[config.mk]
export PLATFORM = sky130hd
export DESIGN_NAME = mem_port_arbiter
export DESIGN_NICKNAME = d
export VERILOG_FILES = /design/src/rtl/mem_port_arbiter.sv
export SDC_FILE = /design/constraint.sdc
export NUM_CORES = 1
export LEC_CHECK = 0
export ABC_AREA = 1
export ABC_CLOCK_PERIOD_IN_PS = 1700
export CAP_MARGIN = 25
export CORE_MARGIN = 3
export CORE_UTILIZATION = 43
export CTS_CLUSTER_SIZE = 25
export DETAILED_ROUTE_END_ITERATION = 8
export GPL_TIMING_DRIVEN = 0
export PLACE_DENSITY = 0.86
export SYNTH_ARGS = -nofsm -noshare
export SYNTH_HDL_FRONTEND = slang
export SYNTH_SLANG_ARGS = --single-unit
[constraint.sdc]
create_clock -name clk -period 1.7 [get_ports clk]
set_input_delay 0.51 -clock clk [delete_from_list [all_inputs] [get_ports clk]]
set_output_delay 0.51 -clock clk [all_outputs]
set_load 0.005 [all_outputs]
[src/rtl/mem_port_arbiter.sv]
// mem_port_arbiter
// Shares one single-port, fixed-latency memory between instruction fetch and
// the load/store path. Each access runs IDLE -> ISSUE -> WAIT -> DONE. The
// completion ack is a one-cycle pulse, and read data is held in a per-port
// register until the next ack. While any request is unacknowledged, the
// pipeline sees a combinational stall.
//
// Optional build macro ARB_FAIRNESS_EN: alternate priority between data and
// fetch using a one-bit last-owner register. Without the macro, data always
// wins over fetch.
module mem_port_arbiter #(
    parameter int ADDR_W  = 9,
    parameter int DATA_W  = 32,
    parameter int MEM_LAT = 2
) (
    input  logic              clk,
    input  logic              reset,
    input  logic              if_req,
    input  logic [ADDR_W-1:0] if_addr,
    output logic [DATA_W-1:0] if_rdata,
    output logic              if_ack,
    input  logic              d_read,
    input  logic              d_write,
    input  logic [ADDR_W-1:0] d_addr,
    input  logic [DATA_W-1:0] d_wdata,
    output logic [DATA_W-1:0] d_rdata,
    output logic              d_ack,
    output logic              stall,
    output logic              mem_en,
    output logic              mem_we,
    output logic [ADDR_W-1:0] mem_addr,
    output logic [DATA_W-1:0] mem_wdata,
    input  logic [DATA_W-1:0] mem_rdata
);

    typedef enum logic [1:0] {
        IDLE  = 2'd0,
        ISSUE = 2'd1,
        WAIT  = 2'd2,
        DONE  = 2'd3
    } state_t;

    localparam logic [3:0] LAT_INIT = 4'(MEM_LAT);

    state_t              state_r;
    state_t              state_s;
    logic [3:0]          cnt_r;
    logic                owner_d_r;
    logic                store_r;
    logic [ADDR_W-1:0]   addr_r;
    logic [DATA_W-1:0]   wdata_r;
    logic                mem_en_r;
    logic                mem_we_r;
    logic                if_ack_r;
    logic                d_ack_r;
    logic [DATA_W-1:0]   if_rdata_r;
    logic [DATA_W-1:0]   d_rdata_r;
    logic                blk_d_r;
    logic                blk_i_r;

    logic                d_req_s;
    logic                d_elig_s;
    logic                i_elig_s;
    logic                grant_d_s;
    logic                grant_i_s;
    logic                grant_s;
    logic                last_cnt_s;

`ifdef ARB_FAIRNESS_EN
    logic                last_d_r;
`endif

    // A port that was just acked still shows its old request for one IDLE
    // cycle, so it is masked out of that arbitration.
    assign d_req_s    = d_read | d_write;
    assign d_elig_s   = d_req_s & ~blk_d_r;
    assign i_elig_s   = if_req & ~blk_i_r;
    assign grant_s    = grant_d_s | grant_i_s;
    assign last_cnt_s = (state_r == WAIT) && (cnt_r == 4'd1);

    assign stall     = (if_req & ~if_ack_r) | (d_req_s & ~d_ack_r);
    assign mem_en    = mem_en_r;
    assign mem_we    = mem_we_r;
    assign mem_addr  = addr_r;
    assign mem_wdata = wdata_r;
    assign if_ack    = if_ack_r;
    assign d_ack     = d_ack_r;
    assign if_rdata  = if_rdata_r;
    assign d_rdata   = d_rdata_r;

    // Arbitration between eligible requests, evaluated only in IDLE.
    always_comb begin
        grant_d_s = 1'b0;
        grant_i_s = 1'b0;
        if (state_r == IDLE) begin
`ifdef ARB_FAIRNESS_EN
            if (d_elig_s && i_elig_s) begin
                grant_d_s = ~last_d_r;
                grant_i_s = last_d_r;
            end else begin
                grant_d_s = d_elig_s;
                grant_i_s = i_elig_s;
            end
`else
            grant_d_s = d_elig_s;
            grant_i_s = i_elig_s & ~d_elig_s;
`endif
        end else begin
            grant_d_s = 1'b0;
            grant_i_s = 1'b0;
        end
    end

    // Next-state logic for the access sequencer.
    always_comb begin
        state_s = state_r;
        case (state_r)
            IDLE: begin
                if (grant_s) begin
                    state_s = ISSUE;
                end else begin
                    state_s = IDLE;
                end
            end
            ISSUE: state_s = WAIT;
            WAIT: begin
                if (cnt_r == 4'd1) begin
                    state_s = DONE;
                end else begin
                    state_s = WAIT;
                end
            end
            DONE:    state_s = IDLE;
            default: state_s = IDLE;
        endcase
    end

    // State register.
    always_ff @(posedge clk) begin
        if (reset) begin
            state_r <= IDLE;
        end else begin
            state_r <= state_s;
        end
    end

    // Capture the winner's address, write data and direction at grant time.
    always_ff @(posedge clk) begin
        if (reset) begin
            addr_r    <= {ADDR_W{1'b0}};
            wdata_r   <= {DATA_W{1'b0}};
            owner_d_r <= 1'b0;
            store_r   <= 1'b0;
        end else if (grant_s) begin
            addr_r    <= grant_d_s ? d_addr : if_addr;
            wdata_r   <= grant_d_s ? d_wdata : {DATA_W{1'b0}};
            owner_d_r <= grant_d_s;
            store_r   <= grant_d_s & d_write;
        end
    end

    // Memory strobe and write enable: high only during the ISSUE cycle.
    always_ff @(posedge clk) begin
        if (reset) begin
            mem_en_r <= 1'b0;
            mem_we_r <= 1'b0;
        end else begin
            mem_en_r <= grant_s;
            mem_we_r <= grant_d_s & d_write;
        end
    end

    // Latency counter: loaded in ISSUE and counted down while waiting.
    always_ff @(posedge clk) begin
        if (reset) begin
            cnt_r <= 4'd0;
        end else if (state_r == ISSUE) begin
            cnt_r <= LAT_INIT;
        end else if (state_r == WAIT) begin
            cnt_r <= cnt_r - 4'd1;
        end
    end

    // Capture returned data into the owner's register and raise the ack.
    always_ff @(posedge clk) begin
        if (reset) begin
            if_ack_r   <= 1'b0;
            d_ack_r    <= 1'b0;
            if_rdata_r <= {DATA_W{1'b0}};
            d_rdata_r  <= {DATA_W{1'b0}};
        end else begin
            if_ack_r <= last_cnt_s & ~owner_d_r;
            d_ack_r  <= last_cnt_s & owner_d_r;
            if (last_cnt_s && !owner_d_r) begin
                if_rdata_r <= mem_rdata;
            end
            if (last_cnt_s && owner_d_r && !store_r) begin
                d_rdata_r <= mem_rdata;
            end
        end
    end

    // Mask the just-acked port for the IDLE cycle that follows its ack.
    always_ff @(posedge clk) begin
        if (reset) begin
            blk_d_r <= 1'b0;
            blk_i_r <= 1'b0;
        end else begin
            blk_d_r <= (state_r == DONE) && owner_d_r;
            blk_i_r <= (state_r == DONE) && !owner_d_r;
        end
    end

`ifdef ARB_FAIRNESS_EN
    // Remember the last grant owner; reset to fetch so data wins first.
    always_ff @(posedge clk) begin
        if (reset) begin
            last_d_r <= 1'b0;
        end else if (grant_s) begin
            last_d_r <= grant_d_s;
        end
    end
`endif

endmodule

# Word-level counts from Yosys, hierarchy flattened
# Cells that the tools add are included.
[classes]
add_sub_neg = 1
n_reduce_logical = 11
muxes = 9
n_eq_ne = 4
bitwise = 17
[op_table]
columns = ["op", "n"]
rows = [
  ["$mux W32", 1],
  ["$mux W9", 1],
  ["$and A1 B1 Y1", 8],
  ["$pmux W2 S4", 1],
  ["$logic_and A1 B1 Y1", 6],
  ["$not A1 Y1", 6],
  ["$eq A2 B2 Y1 const B", 2],
  ["$eq A4 B1 Y1 const B", 1],
  ["$mux W1", 4],
  ["$mux W2", 2],
  ["$sub A4 B1 Y4 const B", 1],
  ["$or A1 B1 Y1", 3],
  ["$eq A2 B1 Y1 const B", 1],
  ["$logic_not A1 Y1", 2],
  ["$logic_not A2 Y1", 1],
  ["$reduce_bool A2 Y1", 1],
  ["$reduce_or A2 Y1", 1],
]
[word_totals]
ff_bits = 119
elab_cells = 57

# Logic depth before layout (Yosys ltp)
# Gate-level depths: netlist of run 1.
[depth]
word_depth = 8
ltp_mapped = 10

# Worst setup path before layout of run 1
# OpenSTA, ideal clock, no wires.
[synth_timing]
path_kind = "register to register"
startpoint = "register state_r[0]"
endpoint = "register addr_r[3] (netlist: mem_addr[3])"
path_slack_ns = 0.350
path_stages_with_launch = 10
setup_ns = 0.112
required_time_ns = 1.588
arrival_ns = 1.238
synth_period_minus_slack_ns = 1.350
cell_sequence = "dfxtp_1 -> inv_1 -> ha_1 -> inv_1 -> nor2_1 -> nand2_1 -> buf_2 -> nand3b_1 -> nand2_1 -> nor2_1"
[synth_via]
elab_chain_cells = 3
word_cells_on_any_way = 5
cone_classes = "mux (3); bitwise (1); reduce/logical (1)"
[synth_lines]
columns = ["item", "line_no", "rtl"]
rows = [
  ["from (decl)", "45", "state_t state_r;"],
  ["from (signal assigned)", "143", "state_r <= state_s;"],
  ["$logic_not A2 Y1 (*)", "95", "if (state_r == IDLE) begin"],
  ["$mux W1", "95", ""],
  ["$mux W9 or $or A1 B1 Y1 (tied branches)", "155, 78", ""],
  ["to (signal assigned)", "150", "addr_r <= {ADDR_W{1'b0}};"],
  ["to (signal assigned)", "155", "addr_r <= grant_d_s ? d_addr : if_addr;"],
  ["to (decl)", "50", "logic [ADDR_W-1:0] addr_r;"],
]
# Mark *: on every way between the ends. The rest lies on a longest branch, timed or not.
# A chain may end at the register's enable or synchronous reset.

# Final worst setup path of run 1
[layout_timing]
startpoint = "input port d_write"
endpoint = "output port stall"
[layout_via]
elab_chain_cells = 3
[layout_lines]
columns = ["item", "line_no", "rtl"]
rows = [
  ["from (decl)", "23", "input logic d_write,"],
  ["$or A1 B1 Y1", "75", "assign d_req_s = d_read | d_write;"],
  ["$and A1 B1 Y1", "81", "assign stall = (if_req & ~if_ack_r) | (d_req_s & ~d_ack_r);"],
  ["$or A1 B1 Y1", "81", ""],
  ["to (decl)", "28", "output logic stall,"],
]
# Every way passes these cells.

==> metrics.txt, run 1 <==
pin slew with the least headroom to its limit 554 ps; Metal-1 WL 5.99 mm; Setup CP Type primary input to primary output; Synth area leaders dfxtp_1, nand2_1, nor2_1, a21oi_1, inv_1; crit-path max cell delay 190 ps; starting density of the core 44.9%; Rows 37; Syn-to-layout area delta 56.8%; clock input transition at the sequential cells of the worst setup and hold paths 60 ps; Avg Cell Area, Syn 7.30 µm²; met2 WL post-DR between 7 and 8 mm; Yosys cell types 27; number of max-cap violations 0; most frequent cells after synthesis nand2_1, dfxtp_1, nor2_1; final max-slew violation count 0; All-Layer GR Usage 23.6%; Clock Path Buffers 2; top cell type's share of synthesized area 50.5%; DR DRC count 0; CP required between 1000 and 1500 ps; WL met3 about 1.3 mm; Data arrival, critical path between 1000 and 1500 ps; #FFs+latches synth 119; I/O pin count 197; largest net degree at the start of global routing 17; Buf/Inv on CP 4; most frequent cell after synthesis nand2_1; Warnings, synthesis 0; Max FO, Critical Path 2; Clock Root Buffer clkbuf_8; die width 111 µm; crit path time final roughly 1700 ps; Via density 4.83; CP Launch Type primary input; post-route cell area ~7400 µm²; max layer used met4; 1st-iter DRT viols 261; global route overflow 0; Final TNS setup 0 ps; Crit path max-delay family buffers and inverters; Peak VDD IR approximately 0.84 mV; Post-synth ARST share 0%; # clock sinks 119; placer's final routability congestion estimate 0.874; crit end category primary output; detailed placement HPWL 10.4 mm; vias in the first global route 4,818; type of the most critical hold path primary input to register; n_diodes 0; Slew HR 63.1%; number of synthesized flops with an enable pin 0; area leader, netlist dfxtp_1; final setup vio count 0; Die Y 111 µm; final hold violation count 0; post-synthesis sequential area ratio between 50 and 60%; Mapped Cells 647; final core utilization 70.4%; IO buf count between 150 and 200; post-route ant nets 0; antenna violations before repair 0; fin nets 958; total wire length 14.9 mm; placeable core area 10,500 µm²; crit path cell chain clkdlybuf4s15_1, inv_1, nand2_2, inv_2, o22ai_2, buf_2; dpl cell area 6850 µm²; TritonRoute pass-1 iters 4; Setup Skew 9.99 ps; Most used DFF post-synth dfxtp_1; CTS tree yes; Post-Syn Area 4720 µm²; H-Tree Depth 4; CTS buffer count 17; fin crit share 97.5%; P_leak ~3.7 nW; P per Cell Area 1120 nW/µm²; routed via count 4,895; layout cells sized above 1 9.12%; Die ar. 12,300 µm²; Worst-Skew Late Latency 510 ps; first-pass GRT wire length 23.8 mm; syn nets 740; Max Clk Rate approximately 600 MHz; status completed; Slowest-stage cell, CP clkdlybuf4s15_1; Avg WL per Cell 14.7 µm; CTS Hold Bufs 0
==> per-stage QoR <==
step                      hold slack [ps]  power (mW)  instances  setup WS [ps]
after floorplan                       458        3.88        647            350
after detailed placement              455        4.62        979           -608
after global placement                451        4.60        979           -606
after global routing                  368        8.61       1013          -14.3
after CTS                             389        8.29       1010           11.8
final                                 361        8.28       1013           42.5
==> per-layer routing <==
layer	global-route usage [%]	vias to the layer above
li1	-	2442
met1	26.6	2227
met2	40.9	194
met3	8.08	32
met4	9.52	0
met5	0	-
==> worst reg2reg max path: stages (launching register included) <==
cell and delay (ps):
dfxtp_1 370, inv_1 80, ha_1 210, inv_1 100, nor2_1 60, nand2_2 160
buf_2 260, nand3_1 130, a21oi_1 140
==> flip-flops by register name, summed over array words and instances (netlist names) <==
| name | cells |
|---|---|
| state_r | 2 |
| d_rdata | 32 |
| d_ack | 1 |
| mem_wdata | 32 |
| mem_addr | 9 |
| if_ack | 1 |
| owner_d_r | 1 |
| mem_en | 1 |
| blk_i_r | 1 |
| blk_d_r | 1 |
| store_r | 1 |
| mem_we | 1 |
| cnt_r | 4 |
| if_rdata | 32 |
==> cell type report <==
type / count / area (µm²)
fill: 859 / 3110
sequential: 119 / 2390
multi-input combinational: 432 / 1930
timing repair buffer: 198 / 1830
clock buffer: 18 / 428
buffer: 37 / 231
inverter: 60 / 228
clock inverter: 13 / 195
tap: 136 / 170
==> cell families after synthesis <==
family	after synthesis	share of synthesized area [%]
flops	119	50.5
compound gates	72	7.68
buf+inv	97	9.38
simple gates	353	30.9
fa+ha+maj	6	1.59
==> cell usage in the layout, fill, tap and decap left out, types with 7 or more instances in the layout <==
cell type        count
nor2_1             103
buf_2               12
dlygate4sd2_1      111
nand3b_1             9
buf_4                7
clkbuf_1            11
nand3_1             34
nand2_1            192
clkdlybuf4s50_1     83
inv_1               55
a21oi_1             69
dfxtp_1            115
clkbuf_16           16
==> worst paths after layout <==
check             cells after the start   startpoint  slack (ps)             to
hold reg to reg                       2  if_rdata[9]         460    if_rdata[9]
setup / recovery                      6      d_write          40          stall
hold / removal                        3      d_write         360         mem_we
setup reg to reg                      8   state_r[0]         120  mem_wdata[21]
==> report_power, final <==
| group | total [mW] | internal [mW] | switching [mW] |
|---|---|---|---|
| combinational | 1.40 | 0.641 | 0.759 |
| clock | 3.78 | 2.43 | 1.35 |
| sequential | 3.10 | 2.99 | 0.111 |
==> what timing repair did <==
| action | in CTS | in global routing |
|---|---|---|
| endpoints found under the setup margin | 111 | 79 |
| gates cloned | 0 | 1 |
| setup buffers | 0 | 2 |
| resized for setup | 123 | 14 |
| pin swaps | 1 | 0 |
(Power assumes the default switching activity.)
==> run 2: changes to the inputs <==
Settings changed: CORE_UTILIZATION 43 to 50, DONT_BUFFER_PORTS from default to 1, PLACE_DENSITY 0.86 to 0.7.
==> run 2 against run 1 <==
  * Sequential cell count did not move
  * Combinational power fell by 35%
  * Critical endpoint unchanged
  * Setup slack improved by 92 ps
  * Power fell by 6.0%
  * Register-to-register slack improved by 20 ps
  * Hold slack got worse by 220 ps
  * Clock power fell by 2%
  * Clock skew fell by 1.7 ps
  * Via count fell by 17%
  * Sequential power rose by 2%
  * Largest cell class unchanged
==> metrics.txt, run 2 (synthesized netlist as in run 1, its figures left out) <==
status completed; n_diodes 0 (unchanged); Worst-Skew Late Latency 500 ps (about the same); cell count along the critical path 1 (-5); RSZ-0062 raised after global routing yes; crit end category primary output; fin nets 759 (-21%); total wire length 12.0 mm (-19%); Buf/Inv on CP 0 (-4); # clock sinks 119 (unchanged); Internal Power 5.77 mW (-4.9%); CP Launch Type register; starting density of the core 52.9% (+7.9 points); switching part of the total 25.9% (-0.85 points); Max FO, Critical Path 2 (unchanged); Storage cell area 2380 µm² (-0.21%); P per Cell Area 1420 nW/µm² (+27%); CP required 1190 ps (about the same); number of max-cap violations 0 (unchanged); final max-slew violation count 0 (unchanged); Die Y 103 µm (-6.9%); r2r endpoint d_rdata[25]; H-Tree Depth 4 (unchanged); Avg WL per Cell 15.3 µm (+3.8%); Crit path max-delay family flip-flops; clock share of power 47.7% (+2.1 points); sequential power share 40.5% (+3.0 points); routed via count 4,069 (-17%); Non-Filler Instances 786 (-22%); Max Clk Rate 639 MHz (+5.9%); reg2reg setup slack 140 ps (+20 ps); Rows 34 (-8.1%); pin slew with the least headroom to its limit 517 ps (-36.9 ps); fillers 802 (-6.6%); worst hold path depth 2 (-1); Hold Crit Start mem_rdata[6]; type of the most critical hold path primary input to register; Syn-to-layout area delta 16.4%; Setup Skew 8.31 ps (-1.67 ps); Post-CTS Setup Inserts 0 (unchanged); area occupied by multi-input gates 1910 µm² (-1.1%); clock input transition at the sequential cells of the worst setup and hold paths 60 ps (about the same); final hold violation count 0 (unchanged); Clock Root Buffer clkbuf_8; CTS Hold Bufs 0 (unchanged); largest net degree at the start of global routing 17 (unchanged); final setup vio count 0 (unchanged); layout cells sized above 1 10.0% (+0.91 points); IO buf count 0 (-100%); fin crit share 92.1% (-5.4 points); Hold EP d_rdata[6]; post-route ant nets 0 (unchanged); Hold WS 141 ps (-220 ps); Peak VDD IR 0.812 mV (-3.2%); Final TNS setup 0 ps (unchanged); global route overflow 0 (unchanged); crit-path max cell delay 330 ps (+140 ps); NetSw 2.02 mW (-9.0%); CTS buffer count 17 (unchanged); first-pass GRT wire length 18.3 mm (-23%); crit path cell chain o22ai_1; detailed placement HPWL 8.93 mm (-14%); Clock Path Buffers 2 (unchanged); crit path time final 1570 ps (-92.0 ps); placer's final routability congestion estimate 0.734 (-16%); most frequent cells in the layout nand2_1, dfxtp_1, nor2_1, a21oi_1, inv_1; dpl cell area 4860 µm² (-29%); antenna violations before repair 0 (unchanged); P_leak 2.44 nW (-33%); commonest non-fill, non-tap cell in the layout nand2_1; R2R cell count 8 (unchanged); DR DRC count 0 (unchanged); Slowest-stage cell, CP dfxtp_1; placeable core area 8930 µm² (-15%); I/O pin count 197 (unchanged); total power 7.78 mW (-6.0%); vias in the first global route 3,790 (-21%); combinational share of power 11.8% (-5.1 points); Setup CP Type register to primary output; TritonRoute pass-1 iters 5 (+1); All-Layer GR Usage 22.2% (-1.4 points); Die ar. 10,600 µm² (-13%); placed insts 755 (-23%); Via density 5.18 (+7.1%); worst reg2reg startpoint state_r[0]; die width 103 µm (-6.9%); Slew HR 65.6% (+2.5 points); CTS tree yes; post-route cell area 5500 µm² (-26%); Data arrival, critical path 1060 ps (-90 ps); 1st-iter DRT viols 159 (-39%)
-- run 2: worst max-delay path by stage --
stage               startpoint       endpoint
finish                  if_ack          stall
global route        state_r[0]   mem_wdata[1]
CTS                 state_r[0]  mem_wdata[28]
detailed placement  state_r[0]     state_r[0]
global placement    state_r[0]     state_r[0]
floorplan           state_r[0]    mem_addr[3]
-- run 2: power groups by stage --
stage | sequential, mW | combinational, mW | clock (mW)
after floorplan | 3.16 | 0.717 | 0
after global placement | 3.21 | 0.862 | 0
after detailed placement | 3.21 | 0.897 | 0
after CTS | 3.16 | 0.908 | 3.76
after global routing | 3.18 | 1.04 | 3.91
final | 3.15 | 0.915 | 3.71
-- run 2: metrics by stage --
stage          util, %  setup WS, ps
4_1_cts           61.3          4.70
3_3_place_gp      54.4          41.0
2_1_floorplan        -           350
5_1_grt           61.5         -2.93
6_report          61.5           134
3_5_place_dp      54.4         -12.4
-- run 2: cell type report --
class / count / share of cell area [%]
Buffer: 37 / 4.07
Tap cell: 108 / 2.46
Multi-Input combinational cell: 431 / 34.7
Inverter: 60 / 4.12
Clock buffer: 20 / 8.10
Sequential cell: 119 / 43.3
Clock inverter: 11 / 3.16
-- run 2: timing repair --
item                       4_1_cts  5_1_grt
pin swaps                        0        0
setup endpoints to repair        4       69
gates resized for setup          1        8
-- run 2: per-layer routing --
metal	share of wire, %	track usage, %
met1	40	25.9
met2	49	36.3
met3	9.7	9.79
met4	1.6	7.87
met5	0	0
==> run 3: changes to the inputs <==
Settings changed: ABC_CLOCK_PERIOD_IN_PS 1700 to default, CORE_UTILIZATION 50 to 43, DONT_BUFFER_PORTS 1 to default, HOLD_SLACK_MARGIN from default to 0.1, PLACE_DENSITY 0.7 to 0.86.
==> results of run 3 <==
Final layout, timing and power as in run 1 (identical DEF).
